--- src/rtl/temporizador_regressivo.sv ---
// -----------------------------------------------------------------------------
// temporizador_regressivo
//
// Countdown timer. It loads a four-digit BCD preset (000.0 to 999.9 s) and
// counts it down by one decisecond per prescaler tick. When the count reaches
// 000.0, alarme is raised for ALARM_TICKS deciseconds. The timer then stays in
// DONE until the next load or reset.
//
// Parameters
//   TICK_DIV     clock cycles per decisecond tick (>= 2)
//   ALARM_TICKS  deciseconds that alarme stays high after expiry (>= 1)
//
// Ports
//   clock                         system clock; all logic runs on posedge
//   reset                         synchronous, active-high
//   carregar / iniciar / pausar   asynchronous button levels (load / start / pause)
//   PresetDs, PresetSeg0..2       preset digits in BCD (values > 9 clamp to 9)
//   CountDs, CountSeg0..2         current count digits in BCD (registered)
//   alarme                        expiry alarm (registered)
//   estado                        00 IDLE, 01 RUN, 10 PAUSE, 11 DONE (registered)
// -----------------------------------------------------------------------------
module temporizador_regressivo #(
  parameter int TICK_DIV    = 5_000_000,
  parameter int ALARM_TICKS = 30
) (
  input  logic       clock,
  input  logic       reset,
  input  logic       carregar,
  input  logic       iniciar,
  input  logic       pausar,
  input  logic [3:0] PresetDs,
  input  logic [3:0] PresetSeg0,
  input  logic [3:0] PresetSeg1,
  input  logic [3:0] PresetSeg2,
  output logic [3:0] CountDs,
  output logic [3:0] CountSeg0,
  output logic [3:0] CountSeg1,
  output logic [3:0] CountSeg2,
  output logic       alarme,
  output logic [1:0] estado
);

  typedef enum logic [1:0] {
    IDLE  = 2'b00,
    RUN   = 2'b01,
    PAUSE = 2'b10,
    DONE  = 2'b11
  } state_t;

  localparam int PW = (TICK_DIV > 2) ? $clog2(TICK_DIV) : 1;
  localparam int AW = (ALARM_TICKS > 1) ? $clog2(ALARM_TICKS) : 1;
  localparam logic [PW-1:0] PRESC_MAX = PW'(TICK_DIV - 1);
  localparam logic [AW-1:0] ALARM_LAST = AW'(ALARM_TICKS - 1);

  state_t        state;
  logic [PW-1:0] presc;
  logic [AW-1:0] alarm_cnt;

  // ---------------------------------------------------------------------------
  // Button conditioning. The bits are {carregar, pausar, iniciar}. Each button
  // passes through a two-flop synchroniser and a history flop, and the rising
  // edge becomes a one-cycle pulse. Every flop resets to 1, so a button that is
  // held through reset looks as if it was already pressed and does not fire.
  // ---------------------------------------------------------------------------
  logic [2:0] btn_meta;
  logic [2:0] btn_sync;
  logic [2:0] btn_prev;
  logic [2:0] btn_pulse;

  always_ff @(posedge clock) begin
    // NOTE: all clocked state uses non-blocking assignments, so every flop
    // samples the values from before the edge, whatever the statement order.
    if (reset) begin
      btn_meta <= '1;
      btn_sync <= '1;
      btn_prev <= '1;
    end else begin
      btn_meta <= {carregar, pausar, iniciar};
      btn_sync <= btn_meta;
      btn_prev <= btn_sync;
    end
  end

  assign btn_pulse = btn_sync & ~btn_prev;

  logic pulse_load;
  logic pulse_pause;
  logic pulse_start;

  assign pulse_load  = btn_pulse[2];
  assign pulse_pause = btn_pulse[1];
  assign pulse_start = btn_pulse[0];

  // ---------------------------------------------------------------------------
  // Prescaler tick and the BCD decrement with a ripple borrow
  // ---------------------------------------------------------------------------
  logic          tick;
  logic [PW-1:0] presc_next;
  logic [3:0]    dec_ds;
  logic [3:0]    dec_s0;
  logic [3:0]    dec_s1;
  logic [3:0]    dec_s2;
  logic          borrow0;
  logic          borrow1;
  logic          borrow2;
  logic          dec_zero;
  logic          count_nz;

  function automatic logic [3:0] clamp_bcd(input logic [3:0] d);
    return (d > 4'd9) ? 4'd9 : d;
  endfunction

  always_comb begin
    // NOTE: every signal gets a default first, so no path leaves a value
    // unassigned and no latch can be inferred.
    tick       = 1'b0;
    presc_next = presc;
    if (state == RUN || state == DONE) begin
      tick       = (presc == PRESC_MAX);
      presc_next = tick ? '0 : presc + 1'b1;
    end

    borrow0 = (CountDs == 4'd0);
    dec_ds  = borrow0 ? 4'd9 : CountDs - 4'd1;

    borrow1 = borrow0 && (CountSeg0 == 4'd0);
    dec_s0  = CountSeg0;
    if (borrow0) dec_s0 = (CountSeg0 == 4'd0) ? 4'd9 : CountSeg0 - 4'd1;

    borrow2 = borrow1 && (CountSeg1 == 4'd0);
    dec_s1  = CountSeg1;
    if (borrow1) dec_s1 = (CountSeg1 == 4'd0) ? 4'd9 : CountSeg1 - 4'd1;

    dec_s2 = CountSeg2;
    if (borrow2) dec_s2 = (CountSeg2 == 4'd0) ? 4'd9 : CountSeg2 - 4'd1;

    dec_zero = ({dec_s2, dec_s1, dec_s0, dec_ds} == 16'h0000);
    count_nz = ({CountSeg2, CountSeg1, CountSeg0, CountDs} != 16'h0000);
  end

  // ---------------------------------------------------------------------------
  // Control FSM. The count registers are the count outputs.
  // ---------------------------------------------------------------------------
  always_ff @(posedge clock) begin
    if (reset) begin
      state     <= IDLE;
      presc     <= '0;
      alarm_cnt <= '0;
      alarme    <= 1'b0;
      CountDs   <= 4'd0;
      CountSeg0 <= 4'd0;
      CountSeg1 <= 4'd0;
      CountSeg2 <= 4'd0;
    end else if (pulse_load) begin
      // A load wins over pause and start in the same cycle.
      state     <= IDLE;
      presc     <= '0;
      alarm_cnt <= '0;
      alarme    <= 1'b0;
      CountDs   <= clamp_bcd(PresetDs);
      CountSeg0 <= clamp_bcd(PresetSeg0);
      CountSeg1 <= clamp_bcd(PresetSeg1);
      CountSeg2 <= clamp_bcd(PresetSeg2);
    end else begin
      case (state)
        IDLE: begin
          if (pulse_start && count_nz) begin
            state <= RUN;
            presc <= '0;
          end
        end
        RUN: begin
          presc <= presc_next;
          if (tick && dec_zero) begin
            // Expiry overrides a pause that arrives in the same cycle.
            state     <= DONE;
            alarme    <= 1'b1;
            alarm_cnt <= '0;
            CountDs   <= 4'd0;
            CountSeg0 <= 4'd0;
            CountSeg1 <= 4'd0;
            CountSeg2 <= 4'd0;
          end else begin
            if (tick) begin
              CountDs   <= dec_ds;
              CountSeg0 <= dec_s0;
              CountSeg1 <= dec_s1;
              CountSeg2 <= dec_s2;
            end
            if (pulse_pause) state <= PAUSE;
          end
        end
        PAUSE: begin
          // The prescaler holds its partial value, so the first tick after a
          // resume comes at the remaining part of the interrupted decisecond.
          if (pulse_pause || pulse_start) state <= RUN;
        end
        DONE: begin
          presc <= presc_next;
          if (tick && alarme) begin
            if (alarm_cnt == ALARM_LAST) alarme <= 1'b0;
            else                         alarm_cnt <= alarm_cnt + 1'b1;
          end
        end
        default: state <= IDLE;
      endcase
    end
  end

  assign estado = state;

endmodule

--- config.mk ---
export PLATFORM = sky130hd
export DESIGN_NAME = temporizador_regressivo
export DESIGN_NICKNAME = d
export VERILOG_FILES = /design/src/rtl/temporizador_regressivo.sv
export SDC_FILE = /design/constraint.sdc
export NUM_CORES = 1
export LEC_CHECK = 0
export CAP_MARGIN = 5
export CORE_ASPECT_RATIO = 1.1
export CORE_MARGIN = 4
export CORE_UTILIZATION = 60
export CTS_BUF_LIST = sky130_fd_sc_hd__clkbuf_2
export CTS_CLUSTER_DIAMETER = 200
export DETAILED_ROUTE_END_ITERATION = 16
export GPL_TIMING_DRIVEN = 0
export PLACE_DENSITY = 0.86
export SLEW_MARGIN = 20
export SYNTH_ARGS = -nofsm -noshare
export SYNTH_HDL_FRONTEND = slang
export SYNTH_SLANG_ARGS = --single-unit
--- constraint.sdc ---
create_clock -name clock -period 6.3 [get_ports clock]
set_input_delay 1.26 -clock clock [delete_from_list [all_inputs] [get_ports clock]]
set_output_delay 1.26 -clock clock [all_outputs]
set_load 0.005 [all_outputs]
==> results by group, run 1 <==
Run status
  – Status: finished, final reports clean

GRT
  – Antenna violations before repair: 0
  – Global routing's busiest layer: met2
  – Largest net degree at the start of global routing: 17
  – Vias in the first global route: 2997
  – Global-route wire length before repair: 13050 um
  – Met2 Track Usage GR: 47.43%
  – Remaining global-route overflow: 0
  – Met3 Use GR: 3.579%
  – Routing usage on met1: 27.82%
  – GR Util All Layers: 24.91%

Clock tree
  – Clock latency on the worst-skew pair: 430 ps
  – TritonCTS Sinks: 56
  – Worst-case clock buffer depth: 2
  – TritonCTS buffer count: 5
  – Clock slew at reported path FFs: 270 ps
  – CTS tree: built
  – Hold-fix buffers, CTS: 0
  – # Post-CTS Setup Buffers: 0
  – Clk root buf: clkbuf_2
  – Post-cts sizing count: 0
  – H-tree levels: 2

Flow run
  – Max cap viols: 0

Setup path
  – Crit-path max FO: 8
  – CP max-delay cell: dfxtp_1
  – Critical path's largest stage delay: 570 ps
  – Worst reg2reg setup slack: 3550 ps
  – Worst endpoint data arrival time: 1570 ps
  – Buf/Inv on CP: 1
  – Reg2reg start: presc[0]$_SDFFE_PP0P_
  – Reg2Reg Depth: 7
  – Critical Path Sink Type: output port
  – Crit-path cells: clkdlybuf4s50_1
  – CP required: 5040 ps
  – Startpoint Class: register
  – Crit path kind: register to output port
  – R2R Path End: presc[22]$_SDFFE_PP0P_
  – CP delay by family, top: flip-flops

Hold path
  – Hold Path Class: register to register
  – Hold path depth: 1
  – Worst hold start: btn_meta[0]$_SDFF_PP1_
  – WHS Endpoint: btn_sync[0]$_SDFF_PP1_

Route
  – Final ANT Viol Nets: 0
  – Routed wire length per instance: 16.05 um
  – Via/cell ratio: 6.354
  – Via Count: 3050
  – Routed WL: 7704 um
  – Drt pass-1 iters: 5
  – 1st-iter DRT viols: 216
  – # DRC: 0

Power and ir drop
  – PwrDens: 163.6 nW/um^2
  – VDD IR max: 0.0001232 V
  – Leakage Power: 1.209 nW

Die
  – Ports: 40
  – Core ar.: 4782 um^2
  – Die W: 75.94 um
  – Die height: 82.74 um
  – Row Count: 26
  – Initial Util: 63.71%
  – DIE AREA: 6283 um^2

Synth
  – Area leader, netlist: dfxtp_1
  – Post-synthesis mux area share: 0.3285%
  – Synth warn: 0
  – Count of cell types in the netlist: 62
  – Ys async rst share: 0%
  – Flops & latches, synth: 56
  – Post-synth top cells: dfxtp_1 (56), nor2_1 (41), o21ai_0 (28), nand2_1 (27), a21oi_1 (23)
  – Post-synth EDFFs: 0
  – Synthesized Nets: 402
  – Syn avg cell area: 8.060 um^2
  – Synth Flop Type: dfxtp_1
  – Register area share after synthesis: 36.80%
  – Cells after Synth: 378
  – Top-count cell post-synth: dfxtp_1
  – Synth Area in Compound Gates: 22.30%
  – Largest family of logic cells by synthesized area: simple AND/OR/NAND/NOR gates
  – XOR/XNOR Fraction of Synth Area: 3.450%
  – Synth area leaders: dfxtp_1 (37%), nor2_1 (5.1%), o21ai_0 (4.6%)
  – Synth Area in Adders: 1.232%
  – Synth top area share: 36.80%
  – Cell Area, Synth: 3047 um^2
  – Simple-gate share of the synthesized area: 31.83%

Placed design
  – Routability cong.: 0.9833
  – Input/output buffers: 38
  – Hpwl dp: 5695 um
  – Pre-CTS setup slack: 3334 ps

STA
  – Achievable frequency: 353.4 MHz
  – Worst slew margin: 49.70%
  – Setup ws final: 3470 ps
  – Min Tclk post-route: 2830 ps
  – RSZ-0062 raised after global routing: false
  – Final number of max-transition violations: 0
  – Final setup viols: 0
  – Final Cycle Share: 44.92%
  – Setup Skew: 11.52 ps
  – Final setup TNS: 0 ps
  – Least-Margin Pin Slew: 747.6 ps
  – Final count of hold timing violations: 0

Layout
  – Area Overhead vs Synth: 16.14%
  – Antenna diode count: 0
  – Layout cell share with drive strength beyond 1: 9.670%
  – Nets@finish: 447
-- sequential cells by signal, summed over array words and instances, names as in the netlist, 2 cells and up --
| signal | count |
|---|---|
| btn_prev | 3 |
| btn_meta | 3 |
| estado | 2 |
| btn_sync | 3 |
| alarm_cnt | 5 |
| CountSeg0 | 4 |
| presc | 23 |
| CountDs | 4 |
| CountSeg1 | 4 |
| CountSeg2 | 4 |
-- how the worst max path moves through the flow --
stage	end	cells after the start	start
2_1_floorplan	presc[11]$_SDFFE_PP0P_	7	reset
4_1_cts	CountSeg1[1]	1	CountSeg1[1]$_SDFFE_PP0P_
6_report	CountSeg1[1]	1	CountSeg1[1]$_SDFFE_PP0P_
5_1_grt	presc[22]$_SDFFE_PP0P_	7	presc[0]$_SDFFE_PP0P_
3_3_place_gp	presc[11]$_SDFFE_PP0P_	7	reset
3_5_place_dp	presc[11]$_SDFFE_PP0P_	7	reset
-- placed cells by master, fill, tap and decap left out, types with 7 or more instances in the layout --
cell type / count
nand3_1: 8
nand4_1: 14
o21ai_0: 28
nand2_1: 27
or3_1: 8
inv_1: 9
clkdlybuf4s50_1: 38
dfxtp_1: 56
xnor2_1: 7
nor2_1: 41
a21oi_1: 23
nor4_1: 10
a211oi_1: 9
nor3_1: 11
or2_2: 12
o21ai_1: 7
clkbuf_1: 15
a31oi_1: 12
-- per-stage QoR --
step	cell area [um^2]	hold slack, ps	std cells	util [%]	total power [mW]
floorplan	3047	389.5	378	-	0.4140
global placement	3497	393.1	472	73.13	0.4438
detailed placement	3497	393.6	472	73.13	0.4456
CTS	3538	447.8	480	73.99	0.5803
global route	3538	471.2	480	73.99	0.5987
finish	3538	448.3	480	73.99	0.5790
-- area by class of cell --
type / instances / area (um^2)
Fill cell: 377 / 1244
Clock buffer: 6 / 30.03
Sequential cell: 56 / 1121
Timing Repair Buffer: 38 / 380.4
Inverter: 9 / 33.78
Buffer: 20 / 90.09
Multi-Input combinational cell: 293 / 1802
Clock inverter: 2 / 11.26
Tap cell: 56 / 70.07
-- layer usage --
layer  wire, um  vias to the layer above
met5          0                        -
met4        136                        0
met1       3277                     1433
met3        412                       16
li1           -                     1490
met2       3877                      111
-- kinds of logic after synthesis --
family                   Yosys count
AND/OR/NAND/NOR                  170
AO/OA/AOI/OAI                    107
flip-flops                        56
buffers and inverters             29
XOR/XNOR                          12
adder cells (fa/ha/maj)            3
multiplexers                       1
-- power breakdown --
part	switching (mW)	internal, mW
Combinational	0.0355	0.0363
Sequential	0.00679	0.362
Clock	0.111	0.0276
No activity file was read; power rests on OpenSTA's default activity.
==> run 2, diff against run 1 <==
--- a/config.mk
+++ b/config.mk
@@ -8,12 +8,12 @@
 export CAP_MARGIN = 5
 export CORE_ASPECT_RATIO = 1.1
 export CORE_MARGIN = 4
-export CORE_UTILIZATION = 60
+export CORE_UTILIZATION = 57
 export CTS_BUF_LIST = sky130_fd_sc_hd__clkbuf_2
 export CTS_CLUSTER_DIAMETER = 200
 export DETAILED_ROUTE_END_ITERATION = 16
 export GPL_TIMING_DRIVEN = 0
-export PLACE_DENSITY = 0.86
+export PLACE_DENSITY = 0.82
 export SLEW_MARGIN = 20
 export SYNTH_ARGS = -nofsm -noshare
 export SYNTH_HDL_FRONTEND = slang
==> constraint.sdc (replaced) <==
create_clock -name clock -period 2.75 [get_ports clock]
set_input_delay 0.55 -clock clock [delete_from_list [all_inputs] [get_ports clock]]
set_output_delay 0.55 -clock clock [all_outputs]
set_load 0.005 [all_outputs]
==> results by group, run 2 (same netlist as run 1, synthesis figures left out) <==
Placed design
  – Routability cong.: 0.9170
  – Placed cells: 488
  – Hpwl dp: 5604 um
  – Pre-CTS setup slack: 139.0 ps
  – Placed instance area: 3517 um^2
  – Input/output buffers: 38

Clock tree
  – Clk root buf: clkbuf_2
  – Clock latency on the worst-skew pair: 470 ps
  – TritonCTS Sinks: 56
  – Clock slew at reported path FFs: 300 ps
  – Hold-fix buffers, CTS: 0
  – TritonCTS buffer count: 5
  – CTS tree: built
  – Worst-case clock buffer depth: 2
  – H-tree levels: 2

Power and ir drop
  – VDD IR max: 0.0002841 V
  – Clock power share: 30.1%
  – Sequential power share: 58.6%
  – Logic pwr share: 11.3%
  – Internal: 1.069 mW
  – Leakage Power: 1.229 nW
  – PwrDens: 399.1 nW/um^2
  – Pwr Total: 1.442 mW
  – P_sw: 0.3727 mW
  – Sw frac: 25.85%

STA
  – Final count of hold timing violations: 0
  – Final setup viols: 0
  – Achievable frequency: 389.3 MHz
  – Final number of max-transition violations: 0
  – Setup ws final: 181.2 ps
  – Min Tclk post-route: 2569 ps
  – Worst slew margin: 50.53%
  – Least-Margin Pin Slew: 735.2 ps
  – WHS: 453.1 ps
  – Final Cycle Share: 93.41%
  – Final setup TNS: 0 ps
  – Setup Skew: 17.69 ps

Setup path
  – Crit path kind: register to register
  – Critical Path Sink Type: register
  – Worst reg2reg setup slack: 180 ps
  – Startpoint Class: register
  – Buf/Inv on CP: 1
  – R2R Path End: CountSeg0[3]$_SDFFE_PP0P_
  – CP max-delay cell: nor4_2
  – Worst endpoint data arrival time: 2970 ps
  – CP required: 3150 ps
  – Crit-path max FO: 10
  – CP delay by family, top: simple AND/OR/NAND/NOR gates
  – Reg2reg start: presc[11]$_SDFFE_PP0P_
  – Crit-path cells: clkbuf_1 > and4b_1 > nand4_2 > nor4_2 > nand3b_1 > xor2_1 > a211oi_1
  – Critical path's largest stage delay: 620 ps
  – Reg2Reg Depth: 7

Route
  – Routed wire length per instance: 15.41 um
  – # DRC: 0
  – Via/cell ratio: 6.099
  – Via Count: 3031
  – Routed WL: 7660 um
  – Final ANT Viol Nets: 0
  – 1st-iter DRT viols: 218
  – Drt pass-1 iters: 5

GRT
  – Global-route wire length before repair: 13060 um
  – Antenna violations before repair: 0
  – GR Util All Layers: 23.88%
  – Remaining global-route overflow: 0
  – Largest net degree at the start of global routing: 19
  – Vias in the first global route: 2884

Die
  – Core ar.: 5101 um^2
  – Die W: 77.71 um
  – Initial Util: 59.73%
  – Row Count: 27
  – Ports: 40
  – DIE AREA: 6580 um^2
  – Die height: 84.68 um

Layout
  – Antenna diode count: 0
  – Layout cell share with drive strength beyond 1: 11.06%
  – Final instance area: 3613 um^2
  – Commonest non-fill, non-tap cell in the layout: dfxtp_1
  – Final cell count without fillers: 497
  – Most frequent cells in the layout: dfxtp_1 (56), nor2_1 (41), clkdlybuf4s50_1 (38)
  – Final Util: 70.84%
  – Largest register by flop count: presc
  – Largest registers: presc (23), alarm_cnt (5)
  – Area Overhead vs Synth: 18.60%
  – Nets@finish: 448
  – Max FFs per register: 23

Hold path
  – WHS Endpoint: btn_sync[1]$_SDFF_PP1_
  – Worst hold start: btn_meta[1]$_SDFF_PP1_
  – Hold path depth: 1
  – Hold Path Class: register to register

Flow run
  – Max cap viols: 0

Run status
  – Status: finished, final reports clean
[run 2: timing repair]
action | in CTS | in global routing
resized for setup | 0 | 5
buffers inserted | 0 | 1
setup endpoints to repair | 0 | 8
[run 2: power groups by stage]
stage	Combinational, mW	Sequential (mW)	Clock (mW)
after CTS	0.163	0.845	0.438
after global routing	0.178	0.848	0.468
after detailed placement	0.161	0.858	0
after global placement	0.159	0.858	0
after floorplan	0.0930	0.856	0
final	0.163	0.845	0.434
[run 2: worst max-delay path by stage]
stage | startpoint | slack (ps) | endpoint | cells past startpoint
global route | presc[15]$_SDFFE_PP0P_ | -20 | presc[12]$_SDFFE_PP0P_ | 8
finish | presc[11]$_SDFFE_PP0P_ | 180 | CountSeg0[3]$_SDFFE_PP0P_ | 7
floorplan | CountDs[3]$_SDFFE_PP0P_ | 480 | alarm_cnt[1]$_SDFFE_PP0P_ | 7
CTS | presc[0]$_SDFFE_PP0P_ | 70 | presc[22]$_SDFFE_PP0P_ | 7
detailed placement | presc[0]$_SDFFE_PP0P_ | 140 | presc[22]$_SDFFE_PP0P_ | 7
global placement | presc[15]$_SDFFE_PP0P_ | 200 | presc[11]$_SDFFE_PP0P_ | 8
[run 2: final cells by class]
cell class / instances / area, um^2
Multi-Input combinational cell: 293 / 1818
Inverter: 9 / 33.78
Buffer: 20 / 91.34
Timing Repair Buffer: 39 / 387.9
Sequential cell: 56 / 1121
Clock buffer: 5 / 25.02
Tap cell: 72 / 90.09
Clock inverter: 3 / 46.29
Fill cell: 420 / 1488
[run 2: per-layer routing]
layer / up-vias / wire [um] / GRT usage, % / share of wire, %
li1: 1495 / - / - / -
met1: 1419 / 3366 / 29.06 / 44
met2: 99 / 3751 / 40.81 / 49
met3: 18 / 361 / 4.185 / 4.7
met4: 0 / 180 / 10.68 / 2.3
met5: - / 0 / 0 / 0
